===== src/rtl/network_output_serialiser.sv =====
// Frame FIFO + requantising channel serialiser behind the dilated conv network.
// Define NETWORK_OUT_SAT_EN to clamp requantised samples instead of wrapping them.
module network_output_serialiser #(
  parameter int W     = 16,
  parameter int OUT_W = 10,
  parameter int SHIFT = 4,
  parameter int DEPTH = 4
) (
  input  logic                     clk,
  input  logic                     rst_n,
  input  logic [4*W-1:0]           in_data,
  input  logic                     in_v,
  output logic [OUT_W-1:0]         m_data,
  output logic [1:0]               m_chan,
  output logic                     m_last,
  output logic                     m_valid,
  input  logic                     m_ready,
  output logic [$clog2(DEPTH):0]   level,
  output logic                     ovf,
  output logic [7:0]               drop_cnt,
  input  logic                     ovf_clr
);

  localparam int AW = $clog2(DEPTH);
  localparam int LW = AW + 1;
  localparam int SW = W - SHIFT;

  typedef enum logic {IDLE = 1'b0, STREAM = 1'b1} state_t;

  // Handshake: a beat transfers on a rising clk edge where m_valid && m_ready;
  // while m_valid && !m_ready the presented beat is held unchanged.
  state_t            state_q, state_d;
  logic [4*W-1:0]    mem [DEPTH];
  logic [AW-1:0]     wr_ptr, rd_ptr;
  logic [LW-1:0]     level_q, level_d;
  logic [1:0]        chan_q;
  logic              ovf_q;
  logic [7:0]        drop_cnt_q;
  logic              beat, pop, push, drop;
  logic [4*W-1:0]    head;
  logic [W-1:0]      x;
  logic signed [W-1:0] shifted;
  logic [OUT_W-1:0]  q;
  logic              unused_hi;

  assign m_valid = (state_q == STREAM);
  assign beat    = m_valid && m_ready;
  assign pop     = beat && (chan_q == 2'd3);
  // A full FIFO still accepts when the head frame leaves on the same edge.
  assign push    = in_v && ((level_q < LW'(DEPTH)) || pop);
  assign drop    = in_v && !push;

  always_comb begin
    level_d = level_q;
    case ({push, pop})
      2'b10:   level_d = level_q + LW'(1);
      2'b01:   level_d = level_q - LW'(1);
      default: level_d = level_q;
    endcase
  end

  // Next state looks at the post-edge level so a frame streams one cycle after in_v.
  always_comb begin
    state_d = state_q;
    case (state_q)
      IDLE:    if (level_d != '0) state_d = STREAM;
      STREAM:  if (level_d == '0) state_d = IDLE;
      default: state_d = IDLE;
    endcase
  end

  always_ff @(posedge clk or negedge rst_n) begin
    if (!rst_n) begin
      state_q <= IDLE;
      level_q <= '0;
      wr_ptr  <= '0;
      rd_ptr  <= '0;
      chan_q  <= 2'd0;
    end else begin
      state_q <= state_d;
      level_q <= level_d;
      if (push) wr_ptr <= wr_ptr + AW'(1);
      if (pop)  rd_ptr <= rd_ptr + AW'(1);
      if (beat) chan_q <= chan_q + 2'd1;
    end
  end

  always_ff @(posedge clk) begin
    if (push) mem[wr_ptr] <= in_data;
  end

  always_ff @(posedge clk or negedge rst_n) begin
    if (!rst_n) begin
      ovf_q      <= 1'b0;
      drop_cnt_q <= 8'd0;
    end else if (ovf_clr) begin
      ovf_q      <= 1'b0;
      drop_cnt_q <= 8'd0;
    end else if (drop) begin
      ovf_q <= 1'b1;
      if (drop_cnt_q != 8'hFF) drop_cnt_q <= drop_cnt_q + 8'd1;
    end
  end

  assign head    = mem[rd_ptr];
  assign x       = head[chan_q*W +: W];
  assign shifted = $signed(x) >>> SHIFT;
  assign unused_hi = ^shifted;

  generate
    if (SW <= OUT_W) begin : g_ext
      assign q = OUT_W'(shifted);
    end else begin : g_red
`ifdef NETWORK_OUT_SAT_EN
      localparam logic signed [W-1:0] SAT_MAX = {{(W-OUT_W+1){1'b0}}, {(OUT_W-1){1'b1}}};
      localparam logic signed [W-1:0] SAT_MIN = {{(W-OUT_W+1){1'b1}}, {(OUT_W-1){1'b0}}};
      always_comb begin
        q = shifted[OUT_W-1:0];
        if (shifted > SAT_MAX)      q = SAT_MAX[OUT_W-1:0];
        else if (shifted < SAT_MIN) q = SAT_MIN[OUT_W-1:0];
      end
`else
      assign q = shifted[OUT_W-1:0];
`endif
    end
  endgenerate

  assign m_data   = m_valid ? q : '0;
  assign m_chan   = chan_q;
  assign m_last   = m_valid && (chan_q == 2'd3);
  assign level    = level_q;
  assign ovf      = ovf_q;
  assign drop_cnt = drop_cnt_q;

endmodule

===== config.mk =====
export PLATFORM = sky130hd
export DESIGN_NAME = network_output_serialiser
export DESIGN_NICKNAME = d
export VERILOG_FILES = /design/src/rtl/network_output_serialiser.sv
export SDC_FILE = /design/constraint.sdc
export NUM_CORES = 1
export LEC_CHECK = 0
export CAP_MARGIN = 5
export CORE_UTILIZATION = 32
export DETAILED_ROUTE_END_ITERATION = 10
export SLEW_MARGIN = 20
export SYNTH_ARGS = -nofsm -noshare
export SYNTH_HDL_FRONTEND = slang
export SYNTH_SLANG_ARGS = --single-unit

===== constraint.sdc =====
create_clock -name clk -period 2.5 [get_ports clk]
set_input_delay 0.5 -clock clk [delete_from_list [all_inputs] [get_ports clk]]
set_output_delay 0.5 -clock clk [all_outputs]
set_load 0.005 [all_outputs]

== After elaboration in Yosys (flattened, before gate mapping) ==
Memory sizes are Yosys's and may differ from the RTL's.
Index checks and enable logic that the tools add are counted.

* Bits in registers: 19
* Bits in writable memories: 256
* Bits of input ports: 69
* Logic and storage cells: 45
* Memories: 1

{| class="wikitable"
|+ Memory list
! memory !! words !! bits a word !! read ports !! clocked after memory_dff !! write ports !! line !! source
|-
| mem || 4 || 64 || 1 || 0 || 1 || 33 || <nowiki>logic [4*W-1:0] mem [DEPTH];</nowiki>
|}

* Add/subtract/negate cells: 6
* Magnitude comparators: 1
* Equal/unequal tests: 4
* Shifts and indexed selects: 1
* Multiplexer cells: 12
* Bitwise operators: 1
* Reductions and logical operators: 12

{| class="wikitable"
|+ Operators by type and width
! cell !! count
|-
| $shiftx 64x7->14 || 1
|-
| $mux 8 || 3
|-
| $mux 10 || 1
|-
| $add 8x1->8 const B || 1
|-
| $ne 8x8->1 const B || 1
|-
| $add 2x1->2 const B || 3
|-
| $mux 1 || 6
|-
| $pmux 3 s2 || 1
|-
| $logic_and 1x1->1 || 5
|-
| $eq 2x2->1 const B || 2
|-
| $reduce_bool 2->1 || 2
|-
| $add 3x1->3 const B || 1
|-
| $logic_not 3->1 || 1
|-
| $lt 3x3->1 const B || 1
|-
| $reduce_bool 3->1 || 1
|-
| $sub 3x1->3 const B || 1
|-
| $eq 2x1->1 const B || 1
|-
| $pmux 1 s2 || 1
|-
| $reduce_and 2->1 || 1
|-
| $logic_not 1->1 || 1
|-
| $logic_or 1x1->1 || 1
|-
| $not 1->1 || 1
|}

== Longest topological paths before layout ==
* Depth after elaboration: 9
* Mapped depth: 11

== Worst setup path before layout ==
OpenSTA, ideal clock, no wires.

* Path type: reg-to-reg
* Start: register chan_q[0], in the netlist m_chan[0]
* End: memory mem[2][10] in the netlist's numbering (enable)
* Setup time: 0.401 ns
* Data arrival time: 2.104 ns
* Path slack: -0.005 ns
* Cell stages (with the launch flop): 5
* Cells stage by stage: dfrtp_1 > ha_1 > nand3_2 > a21boi_1 > and2_1

* Longest elaborated chain between the ends: 6

{| class="wikitable"
|+ Ends and longest elaborated chain
! what !! line !! source
|-
| from (decl) || 36 || <nowiki>logic [1:0] chan_q;</nowiki>
|-
| from (signal assigned) || 84 || <nowiki>if (beat) chan_q <= chan_q + 2'd1;</nowiki>
|-
| $eq 2x2->1 || 48 || <nowiki>assign pop = beat && (chan_q == 2'd3);</nowiki>
|-
| $logic_and 1x1->1 || 48 ||
|-
| $logic_or 1x1->1 || 50 || <nowiki>assign push = in_v && ((level_q < LW'(DEPTH)) || pop);</nowiki>
|-
| $logic_and 1x1->1 || 50 ||
|-
| $mux 1 || 89 || <nowiki>if (push) mem[wr_ptr] <= in_data;</nowiki>
|-
| $mux 1 (implied by the code) || 89 ||
|-
| to (decl) || 33 ||
|}

Every way passes these cells.

== Final worst setup path ==
* Start: register rd_ptr[0]
* End: output port m_data[2]

* Longest elaborated chain between the ends: 3

{| class="wikitable"
|+ Ends and longest elaborated chain
! what !! line !! source
|-
| from (decl) || 34 || <nowiki>logic [AW-1:0] wr_ptr, rd_ptr;</nowiki>
|-
| from (signal assigned) || 83 || <nowiki>if (pop) rd_ptr <= rd_ptr + AW'(1);</nowiki>
|-
| $mem_v2 4x64 || - ||
|-
| $shiftx 64x7->14 || 106 || <nowiki>assign x = head[chan_q*W +: W];</nowiki>
|-
| $mux 10 || 128 || <nowiki>assign m_data = m_valid ? q : '0;</nowiki>
|-
| to (decl) || 13 || <nowiki>output logic [OUT_W-1:0] m_data,</nowiki>
|}

Every way passes these cells.

==> metrics.yaml <==
status: "finished with violations"
violations: "setup timing"
yosys.area_share.simple_pct: 3.459
synth_compound_gate_area_share_pct: 4.909
fillers: 1964
drv_cap: 0
synth_xor_area_share_pct: 0.9783
synth_top_family_by_area: "multiplexers"
die_h_um: 151.6
synthCells: 383
first_global_vias: 4276
synth_cell_types: 42
layout.nets: 596
cts-root-buf: "clkbuf_16"
diodes: 0
cellPowerDensity_nw_per_um2: 1163
power.leakage_nw: 3.305
final_cells: 812
clk_pin_slew_ns: 0.06
vias_per_cell: 4.810
cts.sinks: 179
peakVddDrop_uv: 669.9
ys_seq_area_share_pct: 73.72
drtIter0Drc: 171
synth_area_um2: 7162
syn_avg_cell_area_um2: 18.70
track_usage_pct: 14.59
htreeDepth: 4
synth_warnings: 0
tns_ns: -1.350
path_class: "register to output port"
setup-violations-final: 10
reg2regPathDepth: 12
ys_ff_latch: 179
rows: 54
hold_class: "register to register"
final_hold_viol_count: 0
drv_slew: 0
antenna_found_initial: 0
die_x_um: 151.6
drc: 0
synth_common_cells: "edfxtp_1, mux2i_1, mux4_2"
clock_latency_ns: 0.43
layout_setup_ws_ns: -0.2030
grt_overflow: 0
hold_depth: 2
end_kind: "output port"
yosys.area.top_type_share_pct: 67.09
post-route-util_pct: 43.38
dp_hpwl_mm: 10.13
fin_crit_sh_pct: 108.1
vias: 3906
syn-num-nets: 460
slew-limit-headroom_pct: 40.80
ys_top_cells_by_area: "edfxtp_1, mux4_2, dfrtp_1, mux2i_1, a22oi_1"
wl_per_cell_um: 19.02
rsz0062_at_grt: "yes"
cts_tree: "yes"
cts_made_buffers: 17
cp_max_fo: 7
placed_cells: 755
routed_wl_mm: 15.44
async_reset_ff_share_pct: 10.61
ys.flop_type: "edfxtp_1"
gp_congestion: 0.8202
ant_nets: 0
initial_core_util_pct: 32.72
drive_above_1_share_pct: 31.02
max_freq_mhz: 370.0
cts_max_path_buffers: 2
whs_ns: 0.5214
area_growth_pct: 32.58
start_kind: "register"
synthMuxAreaShare_pct: 13.19
port_buffers: 70
post_synth_fa_ha_maj_area_fraction_pct: 1.502
ctsHoldBuffers: 0
yosys.area.top_type: "edfxtp_1"
synth_edf_count: 160
required_ns: 2.00
grt_pass1_wl_mm: 23.89
core_um2: 21890
tightest_slew_ns: 0.8852
grt_max_degree: 31
post-place-ws_ns: -0.1921
dr.pass1.iters: 4
pin_count: 95
yosysMostFrequentCell: "edfxtp_1"
cp.arrival_ns: 2.20
period_minus_slack_ns: 2.703
skew_ns: 0.008391
die_area_um2: 22980
==> final cells by class <==
type	count	area, µm²	area share [%]
Clock buffer	19	432.9	4.559
Clock inverter	13	182.7	1.924
Tap cell	280	350.3	3.690
Sequential cell	179	5286	55.67
Inverter	9	33.78	0.3558
Timing Repair Buffer	135	1365	14.38
Multi-Input combinational cell	177	1844	19.42
==> final timing paths <==
kind	to	start	slack (ns)
max in group asynchronous	rd_ptr[0]	rst_n	1.28
min in group asynchronous	level[0]	rst_n	0.57
max reg2reg	m_valid	m_chan[0]	0.13
min reg2reg	ovf	ovf	0.52
max	m_data[2]	rd_ptr[0]	-0.20
min	ovf	ovf	0.52
==> worst max-delay path, stage by stage, from the launching register on <==
cell	delay (ns)
dfrtp_4	0.53
buf_12	0.16
buf_4	0.13
buf_6	0.10
mux4_2	0.44
mux2i_4	0.20
o21ai_2	0.08
buf_2	0.13
==> registers in the layout (all words and copies together) (netlist names) <==
| signal | count |
|---|---|
| rd_ptr | 2 |
| level | 3 |
| mem | 160 |
| ovf | 1 |
| drop_cnt | 8 |
| m_valid | 1 |
| wr_ptr | 2 |
| m_chan | 2 |
==> routing by layer <==
layer	global-route usage [%]	share of wire [%]	vias to the layer above
li1	-	-	1811
met1	17.66	42	1967
met2	25.07	51	108
met3	3.234	5.0	20
met4	6.139	2.1	0
met5	0	0	-
==> where the power goes <==
group / total (mW) / internal [mW] / switching (mW)
Clock: 2.75 / 1.67 / 1.08
Sequential: 4.02 / 3.80 / 0.214
Combinational: 4.27 / 2.26 / 2.01
==> metrics by stage <==
stage / instance area, µm² / total power, mW
after floorplan: 7167 / 6.028
after global placement: 8521 / 7.660
after detailed placement: 8521 / 7.739
after CTS: 9385 / 10.99
after global routing: 9495 / 11.59
final: 9495 / 11.04
==> kinds of logic after synthesis <==
logic type                 Yosys count
DFF                                179
AOI/OAI and AO/OA                   52
muxes                               61
and+or+nand+nor                     48
xor gates and xnor gates             8
buffers and inverters               27
adders and majority gates            8
==> layout by cell type, fill, tap and decap left out, drive strengths merged, types with 2 or more instances in the layout <==
cell type,netlist,final
o211ai,9,9
mux4,26,26
buf,13,75
bufinv,0,4
clkbuf,5,19
edfxtp,160,160
a21oi,9,9
and2,7,7
a211oi,4,4
nand2,15,15
clkinv,0,7
mux2i,34,34
o31ai,2,2
o21ai,10,10
or3,4,4
nand3,6,6
nor2b,4,4
clkdlybuf4s50,0,60
nor2,6,6
dfrtp,19,19
o2111ai,2,2
nand4,2,2
ha,7,7
a22oi,12,12
inv,9,11
or4,2,2
xor2,3,3
xnor2,5,5
==> timing repair <==
item | 4_1_cts | 5_1_grt
buffers inserted | 14 | 11
cloned | 2 | 0
pin swaps | 22 | 19
endpoints found under the hold margin | 0 | 0
endpoints found under the setup margin | 10 | 11
gates resized for setup | 72 | 20
Power figures use the tool's default switching activity.
